[src/rtl/rv_pkg.sv]
// rv_pkg: register-file widths and writeback source indices shared by the writeback path.
package rv_pkg;
   localparam int REG_WIDTH = 32;
   localparam int REG_ADDR_WIDTH = 5;
   localparam logic [REG_ADDR_WIDTH-1:0] REG_ZERO = '0;
   typedef enum logic {
      WB_SRC_ALU = 1'b0,
      WB_SRC_LSU = 1'b1
   } wb_src_e;
endpackage

[src/rtl/wb_rr_arb2.sv]
// wb_rr_arb2: two-request round-robin arbiter; the source not granted most recently wins contention.
module wb_rr_arb2
   import rv_pkg::*;
(
   input  logic       clock,
   input  logic       clear,
   input  logic       flush,
   input  logic [1:0] req,
   output logic [1:0] grant
);
   wb_src_e last;
   always_comb begin
      grant = 2'b00;
      if (!flush) grant = (req == 2'b11) ? ((last == WB_SRC_LSU) ? 2'b01 : 2'b10) : req;
   end
   always_ff @(posedge clock or posedge clear)
      if (clear) last <= WB_SRC_LSU;
      else if (grant[WB_SRC_ALU]) last <= WB_SRC_ALU;
      else if (grant[WB_SRC_LSU]) last <= WB_SRC_LSU;
endmodule

[src/rtl/regfile_wb_arbiter.sv]
// regfile_wb_arbiter: shares the register-file write port between ALU and load writeback.
// Define WB_BYPASS_EN to forward the staged write onto the two read operands.
module regfile_wb_arbiter
   import rv_pkg::*;
#(
   parameter int width = REG_WIDTH,
   parameter int addrWidth = REG_ADDR_WIDTH
) (
   input  logic                 clock,
   input  logic                 clear,
   input  logic                 flush,
   input  logic                 v0,
   input  logic                 v1,
   input  logic [addrWidth-1:0] rd0,
   input  logic [addrWidth-1:0] rd1,
   input  logic [width-1:0]     d0,
   input  logic [width-1:0]     d1,
   output logic                 rdy0,
   output logic                 rdy1,
   output logic                 regWriteEnable,
   output logic [addrWidth-1:0] addrD,
   output logic [width-1:0]     dataD
`ifdef WB_BYPASS_EN
   ,
   input  logic [addrWidth-1:0] addrA,
   input  logic [addrWidth-1:0] addrB,
   input  logic [width-1:0]     rfA,
   input  logic [width-1:0]     rfB,
   output logic [width-1:0]     opA,
   output logic [width-1:0]     opB
`endif
);
   logic [1:0] real_w, null_w, grant;
   always_comb begin
      real_w = {v1 && rd1 != addrWidth'(REG_ZERO), v0 && rd0 != addrWidth'(REG_ZERO)};
      null_w = {v1 && rd1 == addrWidth'(REG_ZERO), v0 && rd0 == addrWidth'(REG_ZERO)};
   end
   wb_rr_arb2 u_arb (
      .clock(clock),
      .clear(clear),
      .flush(flush),
      .req  (real_w),
      .grant(grant)
   );
   // x0 writes complete immediately and are simply dropped
   assign rdy0 = !flush && (null_w[WB_SRC_ALU] || grant[WB_SRC_ALU]);
   assign rdy1 = !flush && (null_w[WB_SRC_LSU] || grant[WB_SRC_LSU]);
   always_ff @(posedge clock or posedge clear)
      if (clear) begin
         regWriteEnable <= 1'b0;
         addrD          <= '0;
         dataD          <= '0;
      end else begin
         regWriteEnable <= |grant;
         if (grant[WB_SRC_ALU]) begin
            addrD <= rd0;
            dataD <= d0;
         end else if (grant[WB_SRC_LSU]) begin
            addrD <= rd1;
            dataD <= d1;
         end
      end
`ifdef WB_BYPASS_EN
   assign opA = (regWriteEnable && addrD == addrA) ? dataD : rfA;
   assign opB = (regWriteEnable && addrD == addrB) ? dataD : rfB;
`endif
endmodule
[config.mk]
export PLATFORM = sky130hd
export DESIGN_NAME = regfile_wb_arbiter
export DESIGN_NICKNAME = d
export VERILOG_FILES = /design/src/rtl/rv_pkg.sv /design/src/rtl/wb_rr_arb2.sv /design/src/rtl/regfile_wb_arbiter.sv
export SDC_FILE = /design/constraint.sdc
export NUM_CORES = 1
export LEC_CHECK = 0
export CORE_MARGIN = 2
export CORE_UTILIZATION = 40
export CTS_CLUSTER_DIAMETER = 120
export DETAILED_ROUTE_END_ITERATION = 12
export HOLD_SLACK_MARGIN = 0.15
export PLACE_DENSITY = 0.89
export SLEW_MARGIN = 20
export SYNTH_ARGS = -nofsm -noshare
export SYNTH_HDL_FRONTEND = slang
export SYNTH_SLANG_ARGS = --single-unit
[constraint.sdc]
create_clock -name clock -period 3.75 [get_ports clock]
set_clock_uncertainty 0.05 [all_clocks]
set_input_delay 1.125 -clock clock [delete_from_list [all_inputs] [get_ports clock]]
set_output_delay 1.125 -clock clock [all_outputs]
set_load 0.005 [all_outputs]
==> results.yml <==
route:
  firstDrtPassIters: 4
  num_vias: 2341
  route.detailed.drc: 0
  first_iter_violations: 148
  drt-total-wl_mm: 6.666
  ant_nets: 0
  wl_per_cell_um: 16.02
  via_per_inst: 5.627
power:
  ir_drop_uv: 191.4
  leakage_nw: 1.271
  total_power_mw: 1.315
  pwr_density_cell_nw_per_um2: 383.2
global_route:
  grt_max_degree: 45
  antenna_found_initial: 0
  grt_pass1_vias: 2340
  track_usage: 0.2410
  grt_overflow: 0
  grt_first_pass_wirelength_mm: 10.58
logic_synthesis:
  synth_cell_types: 24
  synth-seq-cells: 39
  synth_seq_area_share: 0.4788
  synth_area_um2: 2041
  synth_cells: 235
  avgSynthCellArea_um2: 8.684
  yosysWarnings: 0
  syn-num-nets: 314
timing:
  slew_violations: 0
  fin_crit_ns: 3.683
  finalWorstSetupSlack_ns: 0.06675
  hold_viol_final: 0
  fin_crit_sh: 0.9822
  fmax_mhz: 271.5
  slew_headroom: 0.3171
  finalSetupViolCount: 0
  tightest_slew_ns: 1.022
  final.setup.tns_ns: 0
setup_path:
  arrival_ns: 2.51
  path_buf_inv: 3
  cp_cell_sequence: "clkdlybuf4s50_1 -> nor4_4 -> buf_4 -> nand2_1 -> a41oi_2 -> clkdlybuf4s15_2"
  start_kind: "input pin"
  worstSetupEndpointType: "output port"
  critPathKind: "input pin to output port"
  cp_top_family: "buffers and inverters"
  worstPathRequired_ns: 2.57
  cp_max_fo: 2
  cp_slowest_cell: "clkdlybuf4s50_1"
  slowest_delay_ns: 0.46
die:
  rows: 25
  die_area_um2: 5689
  die_w_um: 75.43
  die_y_um: 75.43
  pin_count: 119
  core_um2: 4817
  start_util: 0.4236
placed_design:
  portBuffers: 118
  dp.cells: 406
  dp_hpwl_mm: 4.476
  pre_cts_ws_ns: -0.2627
  place.gp.congestion: 0.8167
final_layout:
  antenna_cells: 0
  syn_to_final_growth_pct: 68.12
  final_cells: 416
  layout.nets: 427
  postLayoutCoreUtil: 0.7122
  layout-drive-gt1-share: 0.08883
  fillers: 402
clock_network:
  cts_root_buffer: "clkbuf_8"
  htree_levels: 2
  cts.sinks: 39
  cts.path.max_buffers: 2
  tritoncts: "done"
  insertion_delay_ns: 0.28
  cts_buffers: 5
  cts_hold_buf: 0
  clk_pin_slew_ns: 0.08
outcome:
  outcome: "finished, final reports clean"
min_path:
  min_path_type: "register to register"
job:
  cap_violations: 0
-- through the flow --
stage	area [µm²]	hold slack, ns
after global routing	3431	0.5126
final	3431	0.4848
after CTS	3416	0.4786
after global placement	3293	0.4688
after detailed placement	3293	0.4666
after floorplan	2041	0.4225
-- cells in the final DEF, fill, tap and decap left out, drive strengths merged --
master           n
inv              3
a21o             1
dfrtp           38
nor4             1
a211oi           1
nand2            3
nor3            38
clkinv           1
nand2b           2
a21oi            3
nor2             1
a41oi            1
clkbuf           6
dfstp            1
buf             16
a31oi           37
dlygate4sd2      3
nand3           37
bufinv           1
a211o            1
or2              1
clkdlybuf4s15    1
o21ai           38
clkdlybuf4s50  114
-- registers in the layout (all words and copies together), names as in the netlist --
signal	cells
dataD	32
addrD	5
regWriteEnable	1
u_arb.last	1
-- final timing paths --
kind                                         from                endpoint  slack, ns  depth (start not counted)
min                        u_arb.last$_DFFE_PP1P_  u_arb.last$_DFFE_PP1P_       0.48                          2
min reg2reg                u_arb.last$_DFFE_PP1P_  u_arb.last$_DFFE_PP1P_       0.48                          2
max in group asynchronous                   clear  u_arb.last$_DFFE_PP1P_       2.07                          3
max                                        rd1[1]                    rdy1       0.07                          6
max reg2reg                u_arb.last$_DFFE_PP1P_    addrD[4]$_DFFE_PP0P_       2.24                          4
min in group asynchronous                   clear    dataD[0]$_DFFE_PP0P_       1.21                          3
-- power by group --
part,internal (mW),total [mW],switching [mW],leakage (nW)
Clock,0.215,0.359,0.144,0.0612
Combinational,0.251,0.428,0.177,0.773
Sequential,0.488,0.528,0.0393,0.437
Total,0.955,1.31,0.359,1.27
-- cells by family after synthesis --
group / after synthesis / synth area share
buf+inv: 31 / 0.08032
flops: 39 / 0.4788
simple gates: 83 / 0.2109
compound gates: 82 / 0.2299
-- metal layers --
layer	global-route usage	vias up	wire, µm
li1	-	1109	-
met1	0.2885	1136	2643
met2	0.4309	91	3526
met3	0.04497	5	426
met4	0.08772	0	70
met5	0	-	0
-- Yosys cell counts (all sizes together) --
master / count / area share
a211o: 1 / 0.0043
a211oi: 1 / 0.0037
a21o: 1 / 0.0037
a21oi: 3 / 0.0074
a31oi: 37 / 0.11
a41oi: 1 / 0.0043
buf: 17 / 0.054
clkbuf: 11 / 0.021
dfrtp: 38 / 0.47
dfstp: 1 / 0.013
inv: 3 / 0.0055
nand2: 3 / 0.0055
nand2b: 2 / 0.0061
nand3: 37 / 0.091
nor2: 1 / 0.0018
nor3: 38 / 0.093
nor4: 1 / 0.010
o21ai: 38 / 0.093
or2: 1 / 0.0031
-- worst min-delay path, delay by kind of cell (launching register included) --
kind	cells	cell delay [ns]
simple gates	1	0.06
flops	1	0.41
compound gates	1	0.07
-- area by class of cell --
cell class	instances	area [µm²]	area share
clock buffers	6	82.58	0.02407
clock inverters	2	35.03	0.01021
inverters	3	11.26	0.003282
multi-input cells	165	942.2	0.2746
flip-flops and latches	39	977.2	0.2848
well taps	67	83.83	0.02443
repair buffers	134	1299	0.3786
-- what timing repair did --
action                     4_1_cts  5_1_grt
gates resized for setup          6        1
setup endpoints to repair        2        1
pin swaps                        1        1
setup buffers                    1        1
gates cloned                     0        0
No activity file was read; power rests on OpenSTA's default activity.
==> edit 1 (same flow settings) <==
`REG_ADDR_WIDTH`: 5 -> 4.
--- a/src/rtl/rv_pkg.sv
+++ b/src/rtl/rv_pkg.sv
@@ -3,3 +3,3 @@
    localparam int REG_WIDTH = 32;
-   localparam int REG_ADDR_WIDTH = 5;
+   localparam int REG_ADDR_WIDTH = 4;
    localparam logic [REG_ADDR_WIDTH-1:0] REG_ZERO = '0;
Ports: changed (resized addrD, rd0 and rd1); port bits go from 119 to 116. The function was not compared with the original's and may differ.
==> edit 1 against the unedited design <==
Sequential cell count fell by 1. Sequential power shrank 2%. Die area is 12% lower. Utilization increased by 0.57 points. Power decreased by 7.3%. Critical path depth shrank 2. Maximum frequency up 3.1%. Area after synthesis down 13%. Cell area decreased by 9.5%. Worst setup slack better by 0.11 ns. Global-route usage is 2.9 points lower. Wire length is 22% lower. Critical path type unchanged.
==> edit 1: results (changes against the unedited design) <==
| Metric | Value |
|---|---|
| Status | `completed` |
| Htree depth | `2 (unchanged)` |
| Reg2reg start | `u_arb.last` |
| Post-synthesis sequential area ratio | `53.6% (+5.7 points)` |
| Warnings, synthesis | `0 (unchanged)` |
| Number of CTS-inserted buffers | `5 (unchanged)` |
| Crit path to | `rdy0` |
| Syn_nets | `212 (-32%)` |
| Clk buf depth | `2 (unchanged)` |
| # fillers | `315 (-22%)` |
| Largest net degree at the start of global routing | `39 (-13%)` |
| Nets@finish | `336 (-21%)` |
| Capture point of the worst reg-to-reg path | `dataD[14]` |
| Tot GR Track Use | `21.3% (-2.9 points)` |
| Fraction of registers with async set/reset | `100% (unchanged)` |
| Post-CTS Setup Bufs | `2 (+1)` |
| Number of gates resized after cts | `9 (+3)` |
| Pre-CTS setup slack | `-0.253 ns (+0.00932 ns)` |
| Worst skew pair latency | `0.28 ns (about the same)` |
| Avg WL per Cell | `16.6 um (+3.5%)` |
| Share of layout cells above drive strength 1 | `23.1% (+14 points)` |
| Post-Syn Instances | `135 (-43%)` |
| Commonest cells post-synth | `dfrtp_1, o221a_1, or2_2` |
| Cells on worst reg2reg path | `5 (+1)` |
| WHS Path Cells | `2 (unchanged)` |
| Port Buffers | `115 (-2.5%)` |
| Leak | `1.21 nW (-4.8%)` |
| CP startpoint kind | `input pin` |
| Starting DRT DRC Count | `77 (-48%)` |
| Slew @ Worst Pin | `0.483 ns (-0.539 ns)` |
| Worst path arrival time | `2.40 ns (-0.11 ns)` |
| CTS root buf | `clkbuf_8` |
| GP Congestion | `0.751 (-8.1%)` |
| Regs by FF count | `dataD: 32 flops, addrD: 4 flops` |
| Worst VDD drop | `0.225 mV (+17%)` |
| CTS clk-pin slew, worst paths | `0.07 ns` |
| Top cells by area, synth | `dfrtp_1, o221a_1, or2_2, buf_6, dfstp_2` |
| WHS Endpoint | `u_arb.last` |
| CP max stage delay | `0.48 ns (+0.02 ns)` |
| Crit path max fanout | `2 (unchanged)` |
| First-pass GRT wire length | `8390 um (-21%)` |
| Area post-placement | `3000 um2 (-8.9%)` |
| CP top delay family | `buffers and inverters` |
| Met2 Usage GRT | `33.6% (-9.4 points)` |
| Hold Startpoint | `u_arb.last` |
| HP Class | `reg -> reg` |
| Met3 usage | `5.98% (+1.5 points)` |
| Crit path from | `v1` |
| Count of different cell masters after synthesis | `22 (-8.3%)` |
| Crit path max-delay cell type | `clkdlybuf4s50_1` |
| Met1 Usage GRT | `29.3% (+0.42 points)` |
| Initial antenna violation count | `0 (unchanged)` |
| Reg-to-reg slack, setup | `1.85 ns (-0.39 ns)` |
| Number of vias in the routed layout | `1,656 (-29%)` |
| Final HPWL DP | `3770 um (-16%)` |
| Period Utilization, post-route | `95.3% (-2.9 points)` |
## edit 1: cell types whose count changed after synthesis, moves of 19 or more
cell     unedited run  this run
a31oi_1            37         1
nand3_1            37         0
nor3_1             38         0
o21ai_1            20         1
o221a_1             0        36
or2_2               0        36
## edit 1: power by group
group | switching [mW] | internal, mW
clock | 0.140 | 0.148
combinational | 0.128 | 0.284
sequential | 0.0350 | 0.482
## edit 1: cells by family (layout without fill, tap and decap cells)
group	count (synthesis)	after routing	synth area share, %
buf+inv	10	135	3.59
simple gates	45	45	16.9
flops	38	38	53.6
compound gates	41	41	25.0
mux	1	1	0.845
## edit 1: per-stage QoR
| stage | TNS, ns | util (%) | hold slack (ns) | instances | power (mW) |
|---|---|---|---|---|---|
| 6_report | 0 | 71.8 | 0.465 | 312 | 1.22 |
| 2_1_floorplan | 0 | - | 0.417 | 135 | 0.677 |
| 3_5_place_dp | -0.488 | 69.4 | 0.461 | 302 | 0.940 |
| 3_3_place_gp | -0.244 | 69.4 | 0.440 | 302 | 0.928 |
| 4_1_cts | 0 | 71.8 | 0.476 | 312 | 1.23 |
| 5_1_grt | 0 | 71.8 | 0.511 | 312 | 1.29 |
## edit 1: layout make-up
| type | count | area [um2] | area share [%] |
|---|---|---|---|
| Timing Repair Buffer | 126 | 1220 | 39.4 |
| Tap cell | 52 | 65.1 | 2.10 |
| Clock inverter | 1 | 5.00 | 0.161 |
| Clock buffer | 7 | 86.3 | 2.78 |
| Multi-Input combinational cell | 87 | 768 | 24.7 |
| Sequential cell | 38 | 952 | 30.7 |
| Inverter | 1 | 3.75 | 0.121 |
## edit 1: routing by layer
metal / up-vias / wire [um]
met2: 77 / 2450
met1: 802 / 2280
li1: 769 / -
met5: - / 0
met3: 8 / 365
met4: 0 / 75
